[src/rtl/module_knob_emulator_if.sv]
// Step requests in; quadrature channel pair, busy, pending count and
// overflow status out.
interface module_knob_emulator_if #(
  parameter int CNT_W = 4
);
  logic                    pulse;
  logic                    direction;
  logic                    enable;
  logic                    rot_A;
  logic                    rot_B;
  logic                    busy;
  logic signed [CNT_W-1:0] pending;
  logic                    overflow;

  modport master (
    output pulse, direction, enable,
    input  rot_A, rot_B, busy, pending, overflow
  );

  modport slave (
    input  pulse, direction, enable,
    output rot_A, rot_B, busy, pending, overflow
  );
endinterface

[src/rtl/module_knob_emulator.sv]
// Quadrature rotary-encoder transmitter: turns buffered step requests into
// full four-phase detent cycles on rot_A/rot_B.
module module_knob_emulator #(
  parameter int PHASE_CYCLES = 4,
  parameter int CNT_W        = 4
) (
  input  logic                  qzt_clk,
  input  logic                  rst_n,
  module_knob_emulator_if.slave kif
);

  localparam int unsigned MAX_I = (32'd1 << (CNT_W - 32'sd1)) - 32'd1;
  localparam logic signed [CNT_W+1:0] MAX_S     = MAX_I[CNT_W+1:0];
  localparam logic signed [CNT_W+1:0] MIN_S     = -MAX_S;
  localparam logic signed [CNT_W+1:0] ONE_S     = {{(CNT_W+1){1'b0}}, 1'b1};
  localparam logic signed [CNT_W+1:0] NEG_ONE_S = {(CNT_W+2){1'b1}};
  localparam logic signed [CNT_W+1:0] ZERO_S    = {(CNT_W+2){1'b0}};
  localparam logic [15:0]             PH_LAST   = 16'(PHASE_CYCLES - 32'sd1);

  typedef enum logic [2:0] {
    IDLE = 3'd0,
    PH1  = 3'd1,
    PH2  = 3'd2,
    PH3  = 3'd3,
    PH4  = 3'd4
  } state_t;

  state_t                  state_r;
  logic [15:0]             timer_r;
  logic                    dir_r;
  logic [1:0]              ab_r;
  logic                    busy_r;
  logic signed [CNT_W-1:0] pending_r;
  logic                    overflow_r;

  logic                    timer_done_s;
  logic                    consume_s;
  logic                    ovf_s;
  logic signed [CNT_W+1:0] req_delta_s;
  logic signed [CNT_W+1:0] cons_delta_s;
  logic signed [CNT_W+1:0] pend_ext_s;
  logic signed [CNT_W+1:0] pend_next_s;

  // A,B pattern for a phase; dir=1 swaps the roles of the two channels
  function automatic logic [1:0] phase_pattern(input state_t st, input logic dir);
    case (st)
      PH1:     phase_pattern = dir ? 2'b01 : 2'b10;
      PH2:     phase_pattern = 2'b11;
      PH3:     phase_pattern = dir ? 2'b10 : 2'b01;
      default: phase_pattern = 2'b00;
    endcase
  endfunction

  // Request/consume arithmetic; saturation is judged on the combined result
  always_comb begin
    timer_done_s = (timer_r == 16'd0);
    consume_s    = kif.enable && (pending_r != '0) &&
                   ((state_r == IDLE) || ((state_r == PH4) && timer_done_s));
    if (kif.pulse) begin
      req_delta_s = kif.direction ? NEG_ONE_S : ONE_S;
    end else begin
      req_delta_s = ZERO_S;
    end
    if (consume_s) begin
      cons_delta_s = pending_r[CNT_W-1] ? NEG_ONE_S : ONE_S;
    end else begin
      cons_delta_s = ZERO_S;
    end
    pend_ext_s  = {{2{pending_r[CNT_W-1]}}, pending_r};
    pend_next_s = pend_ext_s + req_delta_s - cons_delta_s;
    ovf_s       = (pend_next_s > MAX_S) || (pend_next_s < MIN_S);
  end

  // Pending-step counter and one-cycle overflow flag
  always_ff @(posedge qzt_clk or negedge rst_n) begin
    if (!rst_n) begin
      pending_r  <= '0;
      overflow_r <= 1'b0;
    end else if (ovf_s) begin
      overflow_r <= 1'b1;
    end else begin
      pending_r  <= pend_next_s[CNT_W-1:0];
      overflow_r <= 1'b0;
    end
  end

  // Phase sequencer with registered channel outputs and busy flag
  always_ff @(posedge qzt_clk or negedge rst_n) begin
    if (!rst_n) begin
      state_r <= IDLE;
      timer_r <= 16'd0;
      dir_r   <= 1'b0;
      ab_r    <= 2'b00;
      busy_r  <= 1'b0;
    end else begin
      case (state_r)
        IDLE: begin
          if (consume_s) begin
            state_r <= PH1;
            dir_r   <= pending_r[CNT_W-1];
            timer_r <= PH_LAST;
            ab_r    <= phase_pattern(PH1, pending_r[CNT_W-1]);
            busy_r  <= 1'b1;
          end
        end
        PH1, PH2, PH3: begin
          if (timer_done_s) begin
            state_r <= state_t'(state_r + 3'd1);
            timer_r <= PH_LAST;
            ab_r    <= phase_pattern(state_t'(state_r + 3'd1), dir_r);
          end else begin
            timer_r <= timer_r - 16'd1;
          end
        end
        PH4: begin
          if (!timer_done_s) begin
            timer_r <= timer_r - 16'd1;
          end else if (consume_s) begin
            // Chain straight into the next detent with no idle gap
            state_r <= PH1;
            dir_r   <= pending_r[CNT_W-1];
            timer_r <= PH_LAST;
            ab_r    <= phase_pattern(PH1, pending_r[CNT_W-1]);
          end else begin
            state_r <= IDLE;
            ab_r    <= 2'b00;
            busy_r  <= 1'b0;
          end
        end
        default: begin
          state_r <= IDLE;
          timer_r <= 16'd0;
          ab_r    <= 2'b00;
          busy_r  <= 1'b0;
        end
      endcase
    end
  end

  assign kif.rot_A    = ab_r[1];
  assign kif.rot_B    = ab_r[0];
  assign kif.busy     = busy_r;
  assign kif.pending  = pending_r;
  assign kif.overflow = overflow_r;

endmodule
[src/flat_wrapper.sv]
// flat-port wrapper written by rule: the top's interface ports become plain ports
module module_knob_emulator_flat 
#(
  parameter int PHASE_CYCLES = 4,
  parameter int CNT_W        = 4
)
  (qzt_clk, rst_n, kif_pulse, kif_direction, kif_enable, kif_rot_A, kif_rot_B, kif_busy, kif_pending, kif_overflow);
  module_knob_emulator_if #(.CNT_W(CNT_W)) kif_i ();
  input  logic qzt_clk;
  input  logic rst_n;
  input wire logic [$bits(kif_i.pulse)-1:0] kif_pulse;
  input wire logic [$bits(kif_i.direction)-1:0] kif_direction;
  input wire logic [$bits(kif_i.enable)-1:0] kif_enable;
  output wire logic [$bits(kif_i.rot_A)-1:0] kif_rot_A;
  output wire logic [$bits(kif_i.rot_B)-1:0] kif_rot_B;
  output wire logic [$bits(kif_i.busy)-1:0] kif_busy;
  output wire logic [$bits(kif_i.pending)-1:0] kif_pending;
  output wire logic [$bits(kif_i.overflow)-1:0] kif_overflow;
  assign kif_i.pulse = kif_pulse;
  assign kif_i.direction = kif_direction;
  assign kif_i.enable = kif_enable;
  assign kif_rot_A = kif_i.rot_A;
  assign kif_rot_B = kif_i.rot_B;
  assign kif_busy = kif_i.busy;
  assign kif_pending = kif_i.pending;
  assign kif_overflow = kif_i.overflow;
  module_knob_emulator #(.PHASE_CYCLES(PHASE_CYCLES), .CNT_W(CNT_W)) u_core (.qzt_clk(qzt_clk), .rst_n(rst_n), .kif(kif_i));
endmodule
[config.mk]
export PLATFORM = sky130hd
export DESIGN_NAME = module_knob_emulator_flat
export DESIGN_NICKNAME = d
export VERILOG_FILES = /design/src/rtl/module_knob_emulator_if.sv /design/src/rtl/module_knob_emulator.sv /design/src/flat_wrapper.sv
export SDC_FILE = /design/constraint.sdc
export NUM_CORES = 1
export LEC_CHECK = 0
export CAP_MARGIN = 20
export CORE_MARGIN = 1.5
export CORE_UTILIZATION = 40
export DETAILED_ROUTE_END_ITERATION = 10
export PLACE_DENSITY = 0.58
export SYNTH_ARGS = -nofsm -noshare
export SYNTH_HDL_FRONTEND = slang
export SYNTH_SLANG_ARGS = --single-unit
[constraint.sdc]
create_clock -name qzt_clk -period 11.1 [get_ports qzt_clk]
set_input_delay 2.775 -clock qzt_clk [delete_from_list [all_inputs] [get_ports qzt_clk]]
set_output_delay 2.775 -clock qzt_clk [all_outputs]
set_load 0.01 [all_outputs]
==> results by group, run 1 <==
CTS
  – CTS sink cnt: 28
  – TritonCTS clock tree: yes
  – CTS HTree Levels: 1
  – TritonCTS buffer count: 3
  – Clock slew at reported path FFs: around 0.1 ns
  – Post-CTS resize count: 0
  – Bufs on Longest Clock Path: 2
  – Hold_buf cts: 0
  – CTS Root Cell: clkbuf_8
  – Clock Latency Late Sink: around 0.27 ns
  – Post-CTS setup buffer count: 0

STA
  – Fin crit share: 0.611
  – FMAX: 148 MHz
  – Worst hold slack: 0.483 ns
  – Slew headroom: 0.393
  – Final Hold Fails: 0
  – Final setup vio count: 0
  – RSZ-0062 raised after global routing: false
  – Worst slew pin tran: 0.898 ns
  – Setup TNS: 0 ns
  – Slew Viols, Final: 0
  – Post-route minimum period: a little under 7 ns
  – Final Skew: around 0.0053 ns

Place
  – Placed Cells: 320
  – I/O Buffers: 12
  – Hpwl dp: roughly 3.4 mm
  – GP Congestion: approximately 0.8
  – Cell Area, Placed: about 2200 µm²

Floorplanning
  – Core Footprint: 5070 µm²
  – Chip width: around 75 µm
  – Die H: between 70 and 80 µm
  – # rows: 26
  – Starting Density: 0.410
  – Die ar.: approximately 5600 µm²
  – Ports: 13

Min path
  – Hold path endpoint: u_core.timer_r[15]$_DFF_PN0_
  – Hold path depth: 1
  – Hold_sp: u_core.timer_r[15]$_DFF_PN0_
  – Hold/Removal Path Class: reg -> reg

Finish
  – Post-Layout Cell Count: ~320
  – Finished Cell Area: approximately 2300 µm²
  – Final nets: about 280
  – Most frequent cells in the layout: nand2_1, dfrtp_1, o21ai_0
  – Area delta synth->final: 10.6%
  – # diodes: 0
  – Fraction of layout cells with a size suffix above 1: 0.0472
  – FILL cells: ~520
  – Most common cell after layout, fill and taps aside: nand2_1

GRT
  – Total GRT Usage: 0.184
  – Global-route wire length before repair: between 8 and 9 mm
  – Initial antenna violation count: 0
  – Total gr overflow: 0
  – Largest net degree at the start of global routing: 29
  – Vias in the first global route: approximately 1.7k

Critical path
  – Reg2Reg Setup Slack: ~5.7 ns
  – Critical path peak fanout: 5
  – Critical path class: in -> reg
  – FF-to-FF End: u_core.kif.pending[2]$_DFFE_PN0N_
  – CP endpoint kind: flop
  – Worst R2R Start: u_core.timer_r[0]$_DFF_PN0_
  – Worst R2R Path Depth: 14
  – Worst setup SP type: input port
  – WP data required: between 10 and 15 ns
  – Worst Path Arrival: between 6 and 7 ns

Routing
  – Wire per inst: 14.1 µm
  – Antenna viol nets, final: 0
  – DR vias: 1,809
  – Drt initial violations: 103
  – Total routed wirelength: 4.57 mm
  – Pre-antenna DRT Iters: 4
  – DRC: 0
  – Via density: about 5.6

Logic synthesis
  – Largest cells by area after synthesis: dfrtp_1, ha_1, o21ai_0
  – Leading area contributor after synthesis: dfrtp_1
  – Mapped Cells: ~250
  – FF+latch count, synth: 28
  – Async set or reset register ratio after synthesis: 1.00
  – Yosys warning count: 0
  – EDFF count, synth: 0
  – Synth unique cells: 48
  – Synth top area share: 0.337
  – Main flop type after synthesis: dfrtp_1
  – Post-Syn Area: between 2000 and 2500 µm²
  – Post-Syn Nets: 267
  – Seq/Total Area, Yosys: 0.337
  – Avg Cell Area, Syn: about 8.5 µm²

Power
  – PnR Total Power: between 0.3 and 0.4 mW
  – Leakage: between 0.9 and 1 nW
  – Worst IR drop on VDD: 0.177 mV
  – Power Density: 168 nW/µm²

Run
  – Number of max-cap violations: 0

Run status
  – Status: complete, no violations
-- worst max-delay path, cell delays in order --
cell and delay (ns):
clkdlybuf4s50_1 0.49, o41a_1 0.26, nand2_1 0.14, a21oi_1 0.35
and2_1 0.30, fa_1 0.50, fa_1 0.57, inv_1 0.05
o32ai_1 0.38, or3_1 0.16, mux2i_1 0.06, nor3_1 0.50
mux2_2 0.40
-- layout make-up --
type,instances,area [µm²],area share
Clock buffer,4,55.1,0.0239
Inverter,20,75.1,0.0326
Multi-Input combinational cell,188,1250,0.542
Sequential cell,28,701,0.305
Tap cell,70,87.6,0.0381
Timing Repair Buffer,14,135,0.0587
-- sequential cells by signal, summed over array words and instances (netlist names) --
register,flops
u_core.state_r,3
u_core.kif.pending,4
u_core.kif.busy,1
u_core.timer_r,16
u_core.dir_r,1
u_core.kif.overflow,1
u_core.ab_r,2
-- worst max-delay path by stage --
stage	startpoint	endpoint	slack (ns)	depth (start not counted)
after floorplan	kif_enable	u_core.kif.pending[0]$_DFFE_PN0N_	5.03	12
after global placement	kif_enable	u_core.kif.pending[2]$_DFFE_PN0N_	4.18	13
after detailed placement	kif_enable	u_core.kif.pending[2]$_DFFE_PN0N_	4.04	13
after CTS	kif_enable	u_core.kif.pending[2]$_DFFE_PN0N_	4.31	13
after global routing	kif_enable	u_core.kif.pending[2]$_DFFE_PN0N_	4.01	13
final	kif_enable	u_core.kif.pending[2]$_DFFE_PN0N_	4.32	13
-- report_power, final --
part           switching, mW  internal [mW]
Combinational          0.102         0.0974
Sequential            0.0112          0.113
Clock                 0.0316         0.0318
Total                  0.145          0.242
-- metrics by stage --
stage               worst slack [ns]  utilization
finish                          4.32        0.453
global route                    4.01        0.453
CTS                             4.31        0.453
global placement                4.18        0.443
floorplan                       5.03            -
detailed placement              4.04        0.443
-- metal layers --
layer | vias up | global-route usage | share of wire
met2 | 44 | 0.288 | 0.48
met3 | 4 | 0.0375 | 0.049
met5 | - | 0 | 0
met4 | 0 | 0.0606 | 0.0079
li1 | 902 | - | -
met1 | 859 | 0.254 | 0.47
-- cells by family after synthesis --
group                    Yosys count  synth area share
XOR/XNOR                           3            0.0126
AND/OR/NAND/NOR                   91             0.220
adder cells (fa/ha/maj)           17             0.117
buffers and inverters             29            0.0632
multiplexers                       6            0.0331
AO/OA/AOI/OAI                     71             0.217
flip-flops                        28             0.337
-- Yosys cell counts (2+ instances only) --
| master | number |
|---|---|
| nand2_1 | 29 |
| dfrtp_1 | 28 |
| o21ai_0 | 23 |
| inv_1 | 20 |
| nor2_1 | 19 |
| a21oi_1 | 15 |
| ha_1 | 13 |
| nor3_1 | 11 |
| nor2b_1 | 5 |
| o41ai_1 | 5 |
| fa_1 | 4 |
| nor4_1 | 4 |
| or3_1 | 4 |
| or4_1 | 4 |
| a211o_1 | 3 |
| a32oi_1 | 3 |
| and2_1 | 3 |
| buf_2 | 3 |
| clkbuf_1 | 3 |
| mux2_2 | 3 |
| o21ai_1 | 3 |
| xnor2_1 | 3 |
| a211oi_1 | 2 |
| a22oi_1 | 2 |
| buf_6 | 2 |
| mux2i_1 | 2 |
| nand2b_1 | 2 |
| nand3_1 | 2 |
| nor3b_1 | 2 |
| o21bai_1 | 2 |
| o22ai_1 | 2 |
| o31ai_1 | 2 |
| or4_4 | 2 |
(Power assumes the default switching activity.)
==> run 2, diff against run 1 <==
--- a/config.mk
+++ b/config.mk
@@ -9,7 +9,7 @@
 export CORE_MARGIN = 1.5
 export CORE_UTILIZATION = 40
 export DETAILED_ROUTE_END_ITERATION = 10
-export PLACE_DENSITY = 0.58
+export PLACE_DENSITY = 0.6
 export SYNTH_ARGS = -nofsm -noshare
 export SYNTH_HDL_FRONTEND = slang
 export SYNTH_SLANG_ARGS = --single-unit
==> constraint.sdc (replaced) <==
create_clock -name qzt_clk -period 5.7 [get_ports qzt_clk]
set_input_delay 1.425 -clock qzt_clk [delete_from_list [all_inputs] [get_ports qzt_clk]]
set_output_delay 1.425 -clock qzt_clk [all_outputs]
set_load 0.01 [all_outputs]
==> run 2 against run 1 <==
Via count rose by 0.83%; largest cell class unchanged; critical endpoint is now u_core.kif.pending[0]$_DFFE_PN0N_; clock power rose to 2.6 times the previous value; critical path type unchanged; critical path depth rose by 1; clock-buffer cell count fell by 1.
==> results by group, run 2 (same netlist as run 1, synthesis figures left out) <==
Floorplanning
  – Die ar.: 5640 µm² (unchanged)
  – # rows: 26 (unchanged)
  – Die H: 75.1 µm (unchanged)
  – Core Footprint: 5070 µm² (unchanged)
  – Chip width: 75.1 µm (unchanged)
  – Starting Density: 0.410 (unchanged)
  – Ports: 13 (unchanged)

Critical path
  – Crit-path cells: clkdlybuf4s50_1 > o41a_1 > nand2_1 > a21oi_1 > and2_1 > fa_1 > fa_1 > inv_1 > o32ai_1 > or3_1 > mux2i_1 > nor3_1 > buf_4 > mux2_2 (was clkdlybuf4s50_1 > o41a_1 > nand2_1 > a21oi_1 > and2_1 > fa_1 > fa_1 > inv_1 > o32ai_1 > or3_1 > mux2i_1 > nor3_1 > mux2_2)
  – CP endpoint kind: flop (unchanged)
  – Worst-path cell with the longest stage delay: fa_1 (unchanged)
  – Cell repeated most along the worst path: fa_1 (unchanged)
  – Worst setup SP type: input port (unchanged)
  – Critical path peak fanout: 5 (unchanged)
  – Critical path class: in -> reg (unchanged)
  – WP data required: 5.88 ns (was 11.26 ns)
  – Worst Path Arrival: 5.18 ns (was 6.94 ns)
  – Reg2Reg Setup Slack: 0.72 ns (was 5.73 ns)
  – Delay of the slowest critical-path stage: 0.57 ns (about the same)

Place
  – Cell Area, Placed: 2270 µm² (was 2250 µm²)
  – Placed Cells: 323 (was 320)
  – Hpwl dp: 3.45 mm (was 3.43 mm)
  – GP Congestion: 0.802 (was 0.788)
  – Pre-CTS setup slack: 0.389 ns (was 4.04 ns)
  – I/O Buffers: 12 (unchanged)

STA
  – Post-route minimum period: about 5.0 ns
  – FMAX: ~200 MHz
  – PnR worst setup slack: 0.692 ns (was 4.32 ns)
  – Slew Viols, Final: 0 (unchanged)
  – Final Skew: 0.00498 ns (was 0.00535 ns)
  – Fin crit share: 0.879
  – RSZ-0062 raised after global routing: false (unchanged)
  – Worst slew pin tran: 0.603 ns (was 0.898 ns)
  – Final Hold Fails: 0 (unchanged)
  – Slew headroom: 0.594 (was 0.393)
  – Final setup vio count: 0 (unchanged)
  – Worst hold slack: 0.490 ns (was 0.483 ns)
  – Setup TNS: 0 ns (unchanged)

Finish
  – Most frequent cells in the layout: nand2_1, dfrtp_1, o21ai_0 (unchanged)
  – Register area: 701 µm² (unchanged)
  – Finished Cell Area: 2340 µm² (was 2300 µm²)
  – # diodes: 0 (unchanged)
  – Multi-input gate area: 1250 µm² (unchanged)
  – Max FFs per register: 16 (unchanged)
  – Largest reg by FF count: u_core.timer_r (unchanged)
  – Final core utilization: 0.461 (was 0.453)
  – Final nets: 280 (was 277)
  – Area delta synth->final: 12.5% (was 10.6%)
  – FILL cells: 523 (was 522)
  – Post-Layout Cell Count: 327 (was 324)
  – Fraction of layout cells with a size suffix above 1: 0.0584 (was 0.0472)
  – Most common cell after layout, fill and taps aside: nand2_1 (unchanged)

Routing
  – Pre-antenna DRT Iters: 4 (unchanged)
  – Wire per inst: 14.4 µm (was 14.1 µm)
  – Antenna viol nets, final: 0 (unchanged)
  – Total routed wirelength: 4.71 mm (was 4.57 mm)
  – Via density: 5.58 (about the same)
  – DR vias: 1,824 (was 1,809)
  – DRC: 0 (unchanged)
  – Drt initial violations: 144 (was 103)

CTS
  – CTS Root Cell: clkbuf_8 (unchanged)
  – Post-CTS setup buffer count: 0 (unchanged)
  – Hold_buf cts: 0 (unchanged)
  – CTS sink cnt: 28 (unchanged)
  – CTS HTree Levels: 1 (unchanged)
  – Clock Latency Late Sink: 0.28 ns (was 0.27 ns)
  – TritonCTS clock tree: yes (unchanged)
  – Clock slew at reported path FFs: 0.10 ns (about the same)
  – Bufs on Longest Clock Path: 2 (unchanged)
  – Post-CTS resize count: 0 (unchanged)
  – TritonCTS buffer count: 3 (unchanged)

Run status
  – Status: complete, no violations (unchanged)

GRT
  – Largest net degree at the start of global routing: 29 (unchanged)
  – Global-route wire length before repair: 7.86 mm (was 8.04 mm)
  – Total GRT Usage: 0.181 (was 0.184)
  – Initial antenna violation count: 0 (unchanged)
  – Total gr overflow: 0 (unchanged)
  – Vias in the first global route: 1,598 (was 1,719)

Run
  – Number of max-cap violations: 0 (unchanged)

Power
  – PnR Total Power: 0.813 mW (was 0.387 mW)
  – Leakage: 0.938 nW (was 0.915 nW)
  – Power Density: 347 nW/µm² (was 168 nW/µm²)
  – Worst IR drop on VDD: 0.361 mV (was 0.177 mV)

Min path
  – Hold/Removal Path Class: reg -> reg (unchanged)
==> run 2: cell types whose count changed in the layout (fill, tap and decap cells not counted), sizes merged <==
| cell | change |
|---|---|
| buf | +3 |
| bufinv | +1 |
| clkbuf | -1 |
==> run 2: worst paths after layout <==
check                                             startpoint                           endpoint  cells past startpoint
max in group asynchronous                              rst_n        u_core.timer_r[9]$_DFF_PN0_                      2
worst max-delay path                              kif_enable  u_core.kif.pending[0]$_DFFE_PN0N_                     14
min in group asynchronous                              rst_n        u_core.timer_r[2]$_DFF_PN0_                      2
worst max register to register   u_core.timer_r[0]$_DFF_PN0_  u_core.kif.pending[0]$_DFFE_PN0N_                     15
worst min-delay path            u_core.timer_r[15]$_DFF_PN0_       u_core.timer_r[15]$_DFF_PN0_                      1
worst min register to register  u_core.timer_r[15]$_DFF_PN0_       u_core.timer_r[15]$_DFF_PN0_                      1
==> run 2: routing by layer <==
layer  global-route usage  vias up  share of wire
met5                    0        -              0
met1                0.268      873           0.51
met4               0.0444        0         0.0093
met3               0.0214        6          0.030
met2                0.280       35           0.45
li1                     -      910              -
==> run 2: layout make-up <==
type | count | area share
clock inverter | 1 | 0.0128
sequential | 28 | 0.299
timing repair buffer | 17 | 0.0674
multi-input combinational | 188 | 0.533
inverter | 20 | 0.0321
tap | 70 | 0.0374
clock buffer | 3 | 0.0176
==> run 2: critical path: cells and delay by family <==
family | cells | cell delay [ns]
mux | 2 | 0.39
buf+inv | 3 | 0.69
fa+ha+maj | 2 | 1.06
simple gates | 4 | 0.77
compound gates | 3 | 0.84
==> run 2: power breakdown <==
group / total [mW] / leakage (nW) / switching [mW] / internal [mW]
clock network: 0.163 / 0.0357 / 0.0688 / 0.0942
logic: 0.408 / 0.584 / 0.203 / 0.205
registers: 0.242 / 0.319 / 0.0224 / 0.219
total: 0.813 / 0.938 / 0.294 / 0.519
